$ cat src/rtl/sys_peripheral_hub.sv
// Host-to-system-peripheral bridge: one-hot select fan-out, ack/timeout handling, one-cycle response.
// Optional WAIT timeout is enabled by defining SP_HUB_TIMEOUT_EN.
package sys_peripheral_hub_pkg;
    typedef struct packed {
        logic [1:0]  raddr;
        logic [1:0]  waddr;
        logic [31:0] wdata;
    } sys_peripheral_t;
endpackage

module sys_peripheral_hub
    import sys_peripheral_hub_pkg::*;
#(
    parameter int SP_NUM         = 8,
    parameter int TIMEOUT_CYCLES = 15
) (
    input  logic                 clk,
    input  logic                 rst,
    input  logic                 req,
    input  logic                 we,
    input  logic [4:0]           addr,
    input  logic [31:0]          wdata,
    output logic                 ready,
    output logic [31:0]          rdata,
    output logic                 err,
    output sys_peripheral_t      sys,
    output logic [SP_NUM-1:0]    rd_sel,
    output logic [SP_NUM-1:0]    wr_sel,
    input  logic [SP_NUM*32-1:0] sp_rdata,
    input  logic [SP_NUM-1:0]    sp_ack
);

    typedef enum logic [1:0] {IDLE = 2'd0, ACCESS = 2'd1, WAIT = 2'd2, RESP = 2'd3} state_t;

    if (SP_NUM < 1 || SP_NUM > 8) begin : g_bad_sp_num
        $error("SP_NUM must be in 1..8");
    end
    if (TIMEOUT_CYCLES < 1 || TIMEOUT_CYCLES > 255) begin : g_bad_timeout
        $error("TIMEOUT_CYCLES must be in 1..255");
    end

    // IDs at or above SP_NUM decode to all-zero, which doubles as the invalid-ID flag.
    function automatic logic [SP_NUM-1:0] id_onehot_f(input logic [2:0] id);
        logic [SP_NUM-1:0] oh;
        oh = {SP_NUM{1'b0}};
        for (int i = 0; i < SP_NUM; i++) begin
            oh[i] = (id == 3'(i));
        end
        return oh;
    endfunction

    state_t            state_q, state_d;
    logic [4:0]        addr_q, addr_d;
    logic              we_q, we_d;
    logic [31:0]       wdata_q, wdata_d;
    logic              ready_q, ready_d;
    logic              err_q, err_d;
    logic [31:0]       rdata_q, rdata_d;
    logic [SP_NUM-1:0] rd_sel_q, rd_sel_d;
    logic [SP_NUM-1:0] wr_sel_q, wr_sel_d;
    logic [SP_NUM-1:0] id_oh_s;
    logic              id_valid_s;
    logic              ack_hit_s;
    logic              timeout_s;
    logic [31:0]       sel_rdata_s;

    // Decode the captured ID and pick out its ack bit and read-data slice.
    always_comb begin
        id_oh_s     = id_onehot_f(addr_q[4:2]);
        id_valid_s  = |id_oh_s;
        ack_hit_s   = |(sp_ack & id_oh_s);
        sel_rdata_s = 32'd0;
        for (int i = 0; i < SP_NUM; i++) begin
            sel_rdata_s = sel_rdata_s | (sp_rdata[32*i +: 32] & {32{id_oh_s[i]}});
        end
    end

`ifdef SP_HUB_TIMEOUT_EN
    logic [7:0] cnt_q, cnt_d;

    // WAIT cycle counter, cleared when a request is accepted.
    always_comb begin
        cnt_d = cnt_q;
        if (state_q == IDLE && req) begin
            cnt_d = 8'd0;
        end else if (state_q == WAIT) begin
            cnt_d = cnt_q + 8'd1;
        end else begin
            cnt_d = cnt_q;
        end
    end

    assign timeout_s = (state_q == WAIT) && (cnt_d == TIMEOUT_CYCLES[7:0]);

    // Timeout counter register.
    always_ff @(posedge clk or posedge rst) begin
        if (rst) begin
            cnt_q <= 8'd0;
        end else begin
            cnt_q <= cnt_d;
        end
    end
`else
    assign timeout_s = 1'b0;
`endif

    // Next-state and registered-output logic; ack wins over a same-cycle timeout.
    always_comb begin
        state_d  = state_q;
        addr_d   = addr_q;
        we_d     = we_q;
        wdata_d  = wdata_q;
        rdata_d  = 32'd0;
        err_d    = 1'b0;
        rd_sel_d = {SP_NUM{1'b0}};
        wr_sel_d = {SP_NUM{1'b0}};
        case (state_q)
            IDLE: begin
                if (req) begin
                    state_d = ACCESS;
                    addr_d  = addr;
                    we_d    = we;
                    wdata_d = wdata;
                end else begin
                    state_d = IDLE;
                end
            end
            ACCESS, WAIT: begin
                if (!id_valid_s) begin
                    state_d = RESP;
                    err_d   = 1'b1;
                end else if (ack_hit_s) begin
                    state_d = RESP;
                    rdata_d = we_q ? 32'd0 : sel_rdata_s;
                end else if (timeout_s) begin
                    state_d = RESP;
                    err_d   = 1'b1;
                end else begin
                    state_d = WAIT;
                end
            end
            RESP:    state_d = IDLE;
            default: state_d = IDLE;
        endcase
        ready_d = (state_d == RESP);
        if (state_d == ACCESS || state_d == WAIT) begin
            rd_sel_d = we_d ? {SP_NUM{1'b0}} : id_onehot_f(addr_d[4:2]);
            wr_sel_d = we_d ? id_onehot_f(addr_d[4:2]) : {SP_NUM{1'b0}};
        end else begin
            rd_sel_d = {SP_NUM{1'b0}};
            wr_sel_d = {SP_NUM{1'b0}};
        end
    end

    // State, captured request and output registers.
    always_ff @(posedge clk or posedge rst) begin
        if (rst) begin
            state_q  <= IDLE;
            addr_q   <= 5'd0;
            we_q     <= 1'b0;
            wdata_q  <= 32'd0;
            ready_q  <= 1'b0;
            err_q    <= 1'b0;
            rdata_q  <= 32'd0;
            rd_sel_q <= {SP_NUM{1'b0}};
            wr_sel_q <= {SP_NUM{1'b0}};
        end else begin
            state_q  <= state_d;
            addr_q   <= addr_d;
            we_q     <= we_d;
            wdata_q  <= wdata_d;
            ready_q  <= ready_d;
            err_q    <= err_d;
            rdata_q  <= rdata_d;
            rd_sel_q <= rd_sel_d;
            wr_sel_q <= wr_sel_d;
        end
    end

    assign ready  = ready_q;
    assign err    = err_q;
    assign rdata  = rdata_q;
    assign rd_sel = rd_sel_q;
    assign wr_sel = wr_sel_q;
    assign sys    = {addr_q[1:0], addr_q[1:0], wdata_q};

endmodule

$ cat config.mk
export PLATFORM = sky130hd
export DESIGN_NAME = sys_peripheral_hub
export DESIGN_NICKNAME = d
export VERILOG_FILES = /design/src/rtl/sys_peripheral_hub.sv
export SDC_FILE = /design/constraint.sdc
export NUM_CORES = 1
export LEC_CHECK = 0
export BUFFER_PORTS_ARGS = -buffer_cell sky130_fd_sc_hd__buf_2
export CAP_MARGIN = 5
export CORE_AREA = 2 2 151 153
export CTS_CLUSTER_DIAMETER = 100
export DETAILED_ROUTE_END_ITERATION = 8
export DIE_AREA = 0 0 153 155
export MAX_ROUTING_LAYER = met4
export SLEW_MARGIN = 20
export SYNTH_ARGS = -nofsm -noshare
export SYNTH_HDL_FRONTEND = slang
export SYNTH_SLANG_ARGS = --single-unit
$ cat constraint.sdc
create_clock -name clk -period 4.6 [get_ports clk]
set_clock_uncertainty 0.1 [all_clocks]
set_input_delay 0.46 -clock clk [delete_from_list [all_inputs] [get_ports clk]]
set_output_delay 0.46 -clock clk [all_outputs]
set_load 0.05 [all_outputs]
==> impl_metrics.tcl, run 1 <==
set metrics [dict create \
    cp_cell_sequence "nor3b_4, buf_4, a22o_1, a221oi_1, a31oi_2" \
    tns_ps 0 \
    final_nets 1151 \
    leakagePower_nw 3.75 \
    period_share_pct 60.5 \
    fin_crit_ps 2780 \
    ir_worst_vdd_mv 0.287 \
    gr-total-overflow 0 \
    dieWidth_um 153 \
    dieArea_um2 23700 \
    drv_cap 0 \
    io_buffers 390 \
    worst_path_largest_cell_delay_ps 970 \
    cts.sink_count 90 \
    wl_per_cell_um 20.2 \
    synth_seq_cells 90 \
    ys_seq_area_share_pct 46.4 \
    grt_pass1_wl_mm 32.3 \
    cp.arrival_ps 2950 \
    drcViolationCount 0 \
    htree_levels 3 \
    fmax_mhz 359 \
    ioPinCount 391 \
    dpl_cell_area_um2 6980 \
    syn_nets 789 \
    drive_above_1_share_pct 53.8 \
    gp_congestion 0.841 \
    hold_class "in2async" \
    syn_to_final_growth_pct 50.2 \
    antenna_found_initial 7 \
    clk_latency_ps 350 \
    dpl.hpwl_mm 17.4 \
    fp.dieH_um 155 \
    synth_cells 481 \
    cp-end-kind "flop" \
    synthesis.area_um2 4860 \
    tightest_slew_ps 1060 \
    cts_tree "built" \
    via_count 5533 \
    ctsHoldBuffers 0 \
    postCtsResizedCells 0 \
    critPathRequiredTime_ps 4770 \
    finalPower_mw 5.22 \
    post-route-util_pct 32.8 \
    final_common_cell "buf_2" \
    dr.pass1.iters 5 \
    relSlewSlack_pct 29.0 \
    setup_ws_ps 1820 \
    final_cell_area_um2 7300 \
    rsz0062_at_grt "false" \
    post_cts_buffers 0 \
    clk_pin_slew_worst_paths_ps 70 \
    dpl_worst_slack_ps 1770 \
    coreArea_um2 22200 \
    num_rows 55 \
    fill_cells 2343 \
    start_kind "flop" \
    gr-usage-all-layers_pct 18.7 \
    drt-total-wl_mm 23.0 \
    yosysUniqueCellTypes 40 \
    syn-mean-instance-area_um2 10.1 \
    drtAntennaViolNets 0 \
    final_max_slew_viol_count 0 \
    cts_buffer_depth 2 \
    ctsRootBufferMaster "clkbuf_16" \
    hold_violations 0 \
    outcome "finished, final reports clean" \
    yosysWarningCount 0 \
    setup_violations 0 \
    grt_pass1_vias 5261 \
    mostFrequentLayoutCells "buf_2 (390), nand2_1 (113), dfrtp_1 (90)" \
    grt_max_degree 54 \
    p_per_area_nw_per_um2 716 \
    cts-buffers-inserted 9 \
    crit_path_max_fanout 20 \
    crit_type "reg2reg" \
    critical_path.slowest_cell "nor3b_4" \
    initial_utilization_pct 21.9 \
    via_per_inst 4.85 \
    drt_iter0_drc 472 \
]
-- where the power goes --
group	leakage, nW	switching (mW)	internal [mW]
clock network	0.141	0.358	0.429
logic	2.42	2.28	0.864
registers	1.18	0.190	1.10
-- sequential cells by signal, summed over array words and instances, names as in the netlist, 2 cells and up --
register	count
wdata_q	32
rdata	32
state_q	2
rd_sel	8
wr_sel	8
addr_q	5
-- logic make-up after synthesis --
group	synth area share, %
AO/OA/AOI/OAI	32.1
AND/OR/NAND/NOR	14.2
adder cells (fa/ha/maj)	0.773
buffers and inverters	6.08
flip-flops	46.4
multiplexers	0.412
other	0.0772
-- per-layer routing --
metal,up-vias,GRT usage (%),wire [um]
met5,-,-,0
met4,0,7.58,525
met3,31,5.10,2040
met2,329,28.8,10900
met1,2634,23.5,9570
li1,2539,-,-
-- critical path, delay by kind of cell (launching register included) --
| kind | cells | cell delay (ps) |
|---|---|---|
| buffers and inverters | 1 | 360 |
| AND/OR/NAND/NOR | 1 | 970 |
| AO/OA/AOI/OAI | 3 | 460 |
| flip-flops | 1 | 800 |
-- cell usage after synthesis --
| master | number | area (um^2) |
|---|---|---|
| nand2b_1 | 1 | 6.26 |
| o21ai_1 | 1 | 5.00 |
| nor2_2 | 1 | 6.26 |
| a31oi_2 | 30 | 375 |
| conb_1 | 1 | 3.75 |
| dfrtp_1 | 90 | 2250 |
| buf_1 | 4 | 15.0 |
| ha_1 | 3 | 37.5 |
| a21oi_2 | 1 | 8.76 |
| nand2_1 | 113 | 424 |
| or3b_1 | 1 | 8.76 |
| buf_6 | 5 | 56.3 |
| and3b_1 | 2 | 17.5 |
| nand3b_1 | 1 | 7.51 |
| inv_1 | 5 | 18.8 |
| o21ai_0 | 7 | 35.0 |
| o31ai_1 | 1 | 7.51 |
| and3_1 | 4 | 25.0 |
| o311ai_4 | 1 | 26.3 |
| clkbuf_1 | 12 | 45.0 |
| buf_4 | 10 | 75.1 |
| buf_2 | 17 | 85.1 |
| nand3_1 | 1 | 5.00 |
| a22o_1 | 32 | 280 |
| nor2_1 | 18 | 67.6 |
| nor3b_4 | 2 | 37.5 |
| nor3b_2 | 1 | 12.5 |
| a21oi_1 | 1 | 5.00 |
| o31a_1 | 1 | 8.76 |
| a221oi_1 | 32 | 280 |
| nor3b_1 | 3 | 22.5 |
| nor3_1 | 4 | 20.0 |
| nand4b_1 | 1 | 8.76 |
| mux2i_1 | 2 | 20.0 |
| a21boi_0 | 1 | 7.51 |
| nor3_4 | 1 | 16.3 |
| a211oi_2 | 1 | 12.5 |
| and2_1 | 1 | 6.26 |
| a22oi_1 | 64 | 480 |
| a31oi_1 | 4 | 25.0 |
-- layout make-up --
type	instances	area, um^2	share of cell area (%)
tap	285	357	4.89
antenna	8	20.0	0.274
clock buffer	10	229	3.14
timing repair buffer	399	2020	27.7
multi-input combinational	338	2330	31.9
sequential	90	2250	30.9
inverter	5	21.3	0.291
clock inverter	6	73.8	1.01
-- path summary, 6_finish.rpt --
check                              end  slack [ps]   startpoint  cells past startpoint
setup reg to reg             rdata[10]        1820    addr_q[3]                      5
hold / removal               rdata[14]         150          rst                      2
max in group asynchronous    rd_sel[7]        3280          rst                      3
hold reg to reg            wdata_q[31]         370  wdata_q[31]                      2
setup / recovery             rdata[10]        1820    addr_q[3]                      5
min in group clk           wdata_q[25]         190    wdata[25]                      3
-- per-stage QoR --
| step | cells | hold slack, ps |
|---|---|---|
| global route | 1140 | 180 |
| detailed placement | 1117 | 357 |
| CTS | 1133 | 155 |
| finish | 1141 | 150 |
| global placement | 1117 | 352 |
| floorplan | 481 | 370 |
Power figures use the tool's default switching activity.
==> run 2, diff against run 1 <==
- CORE_AREA: 2 2 151 153 -> 2 2 152 154
- DIE_AREA: 0 0 153 155 -> 0 0 154 156
- clock period: 4.6 -> 2.7 ns (I/O delays scaled with it)
==> impl_metrics.tcl, run 2 (same netlist as run 1, synthesis figures left out) <==
set metrics [dict create \
    outcome "finished, final reports clean" \
    syn_to_final_growth_pct 57.5 \
    drive_above_1_share_pct 53.2 \
    via_per_inst 4.87 \
    clk_pin_slew_worst_paths_ps 70 \
    tightest_slew_ps 813 \
    cp.arrival_ps 2490 \
    final_cells 1173 \
    mostFrequentLayoutCells "buf_2 (390), nand2_1 (113), dfrtp_1 (90)" \
    via_count 5716 \
    ir_worst_vdd_mv 0.514 \
    grt_pass1_vias 5502 \
    gp_congestion 0.871 \
    cts_tree "built" \
    final_max_slew_viol_count 0 \
    final_cell_area_um2 7650 \
    gr-total-overflow 0 \
    cts-buffers-inserted 9 \
    drtAntennaViolNets 0 \
    post-route-util_pct 34.2 \
    setup_violations 0 \
    dp_cells 1128 \
    antenna_found_initial 8 \
    fin_crit_ps 2380 \
    finalPower_mw 9.05 \
    rr_endpoint "wr_sel[2]" \
    clk_latency_ps 350 \
    relSlewSlack_pct 45.8 \
    drt-total-wl_mm 24.7 \
    dpl_worst_slack_ps 291 \
    p_per_area_nw_per_um2 1180 \
    cp-end-kind "flop" \
    ioPinCount 391 \
    grt_pass1_wl_mm 34.4 \
    initial_utilization_pct 21.7 \
    hold_class "in2reg" \
    final_common_cell "buf_2" \
    coreArea_um2 22400 \
    crit_type "reg2reg" \
    fp.dieH_um 156 \
    hold_violations 0 \
    dpl_cell_area_um2 7140 \
    hold_depth 3 \
    r2r_cells 7 \
    dr.pass1.iters 5 \
    tns_ps 0 \
    io_buffers 390 \
    hp-start "wdata[0]" \
    whs_endpoint "wdata_q[0]" \
    drcViolationCount 0 \
    crit_path_max_fanout 13 \
    r2r-start "addr_q[3]" \
    critPathRequiredTime_ps 2820 \
    start_kind "flop" \
    holdWs_ps 12.1 \
    gr-usage-all-layers_pct 20.1 \
    wl_per_cell_um 21.0 \
    grt_max_degree 91 \
    period_share_pct 88.0 \
    drt_iter0_drc 491 \
    dpl.hpwl_mm 18.6 \
    dieArea_um2 24000 \
    fmax_mhz 421 \
    ctsRootBufferMaster "clkbuf_16" \
    htree_levels 3 \
    dieWidth_um 154 \
    cts_buffer_depth 2 \
    setup_ws_ps 324 \
    cts.sink_count 90 \
    post_cts_buffers 0 \
    drv_cap 0 \
    num_rows 55 \
    r2r_slack_ps 320 \
    rsz0062_at_grt "false" \
    final_nets 1184 \
    leakagePower_nw 3.91 \
]
==> run 2: area by class of cell <==
cell class                 instances  area [um^2]
clock buffer                       9          225
sequential                        90         2250
timing repair buffer             432         2400
tap                              285          357
inverter                           5         22.5
clock inverter                     6         50.0
fill                            2354        14700
antenna                            8         20.0
multi-input combinational        338         2330
==> run 2: timing repair <==
action | in CTS | in global routing
setup endpoints to repair | 0 | 0
endpoints found under the hold margin | 93 | 0
resized for setup | 0 | 0
hold buffers | 22 | 0
==> run 2: worst max path at each step <==
| stage | endpoint | cells after the start | slack, ps | startpoint |
|---|---|---|---|---|
| 3_5_place_dp | wr_sel[1] | 7 | 290 | addr_q[3] |
| 3_3_place_gp | rd_sel[5] | 7 | 400 | addr_q[3] |
| 2_1_floorplan | rd_sel[4] | 8 | 610 | addr_q[3] |
| 6_report | wr_sel[2] | 7 | 320 | addr_q[3] |
| 4_1_cts | wr_sel[1] | 7 | 280 | addr_q[3] |
| 5_1_grt | rd_sel[4] | 7 | 170 | addr_q[3] |
==> run 2: metal layers <==
metal	GRT usage (%)	vias to the layer above	routed length, um
li1	-	2604	-
met1	25.6	2757	10600
met2	30.6	318	11500
met3	5.25	37	1940
met4	7.57	0	637
met5	-	-	0
==> run 2: where the power goes <==
group | internal, mW | total, mW | switching [mW]
combinational | 1.65 | 5.65 | 4.00
clock | 0.634 | 1.25 | 0.612
sequential | 1.88 | 2.16 | 0.275
==> run 2: worst max-delay path, cell delays in order (launching register included) <==
cell and delay (ps):
dfrtp_1 540, or3b_1 460, a21oi_2 210, o31ai_1 100
o21ai_0 240, ha_1 310, o21ai_0 200, nor2_1 80
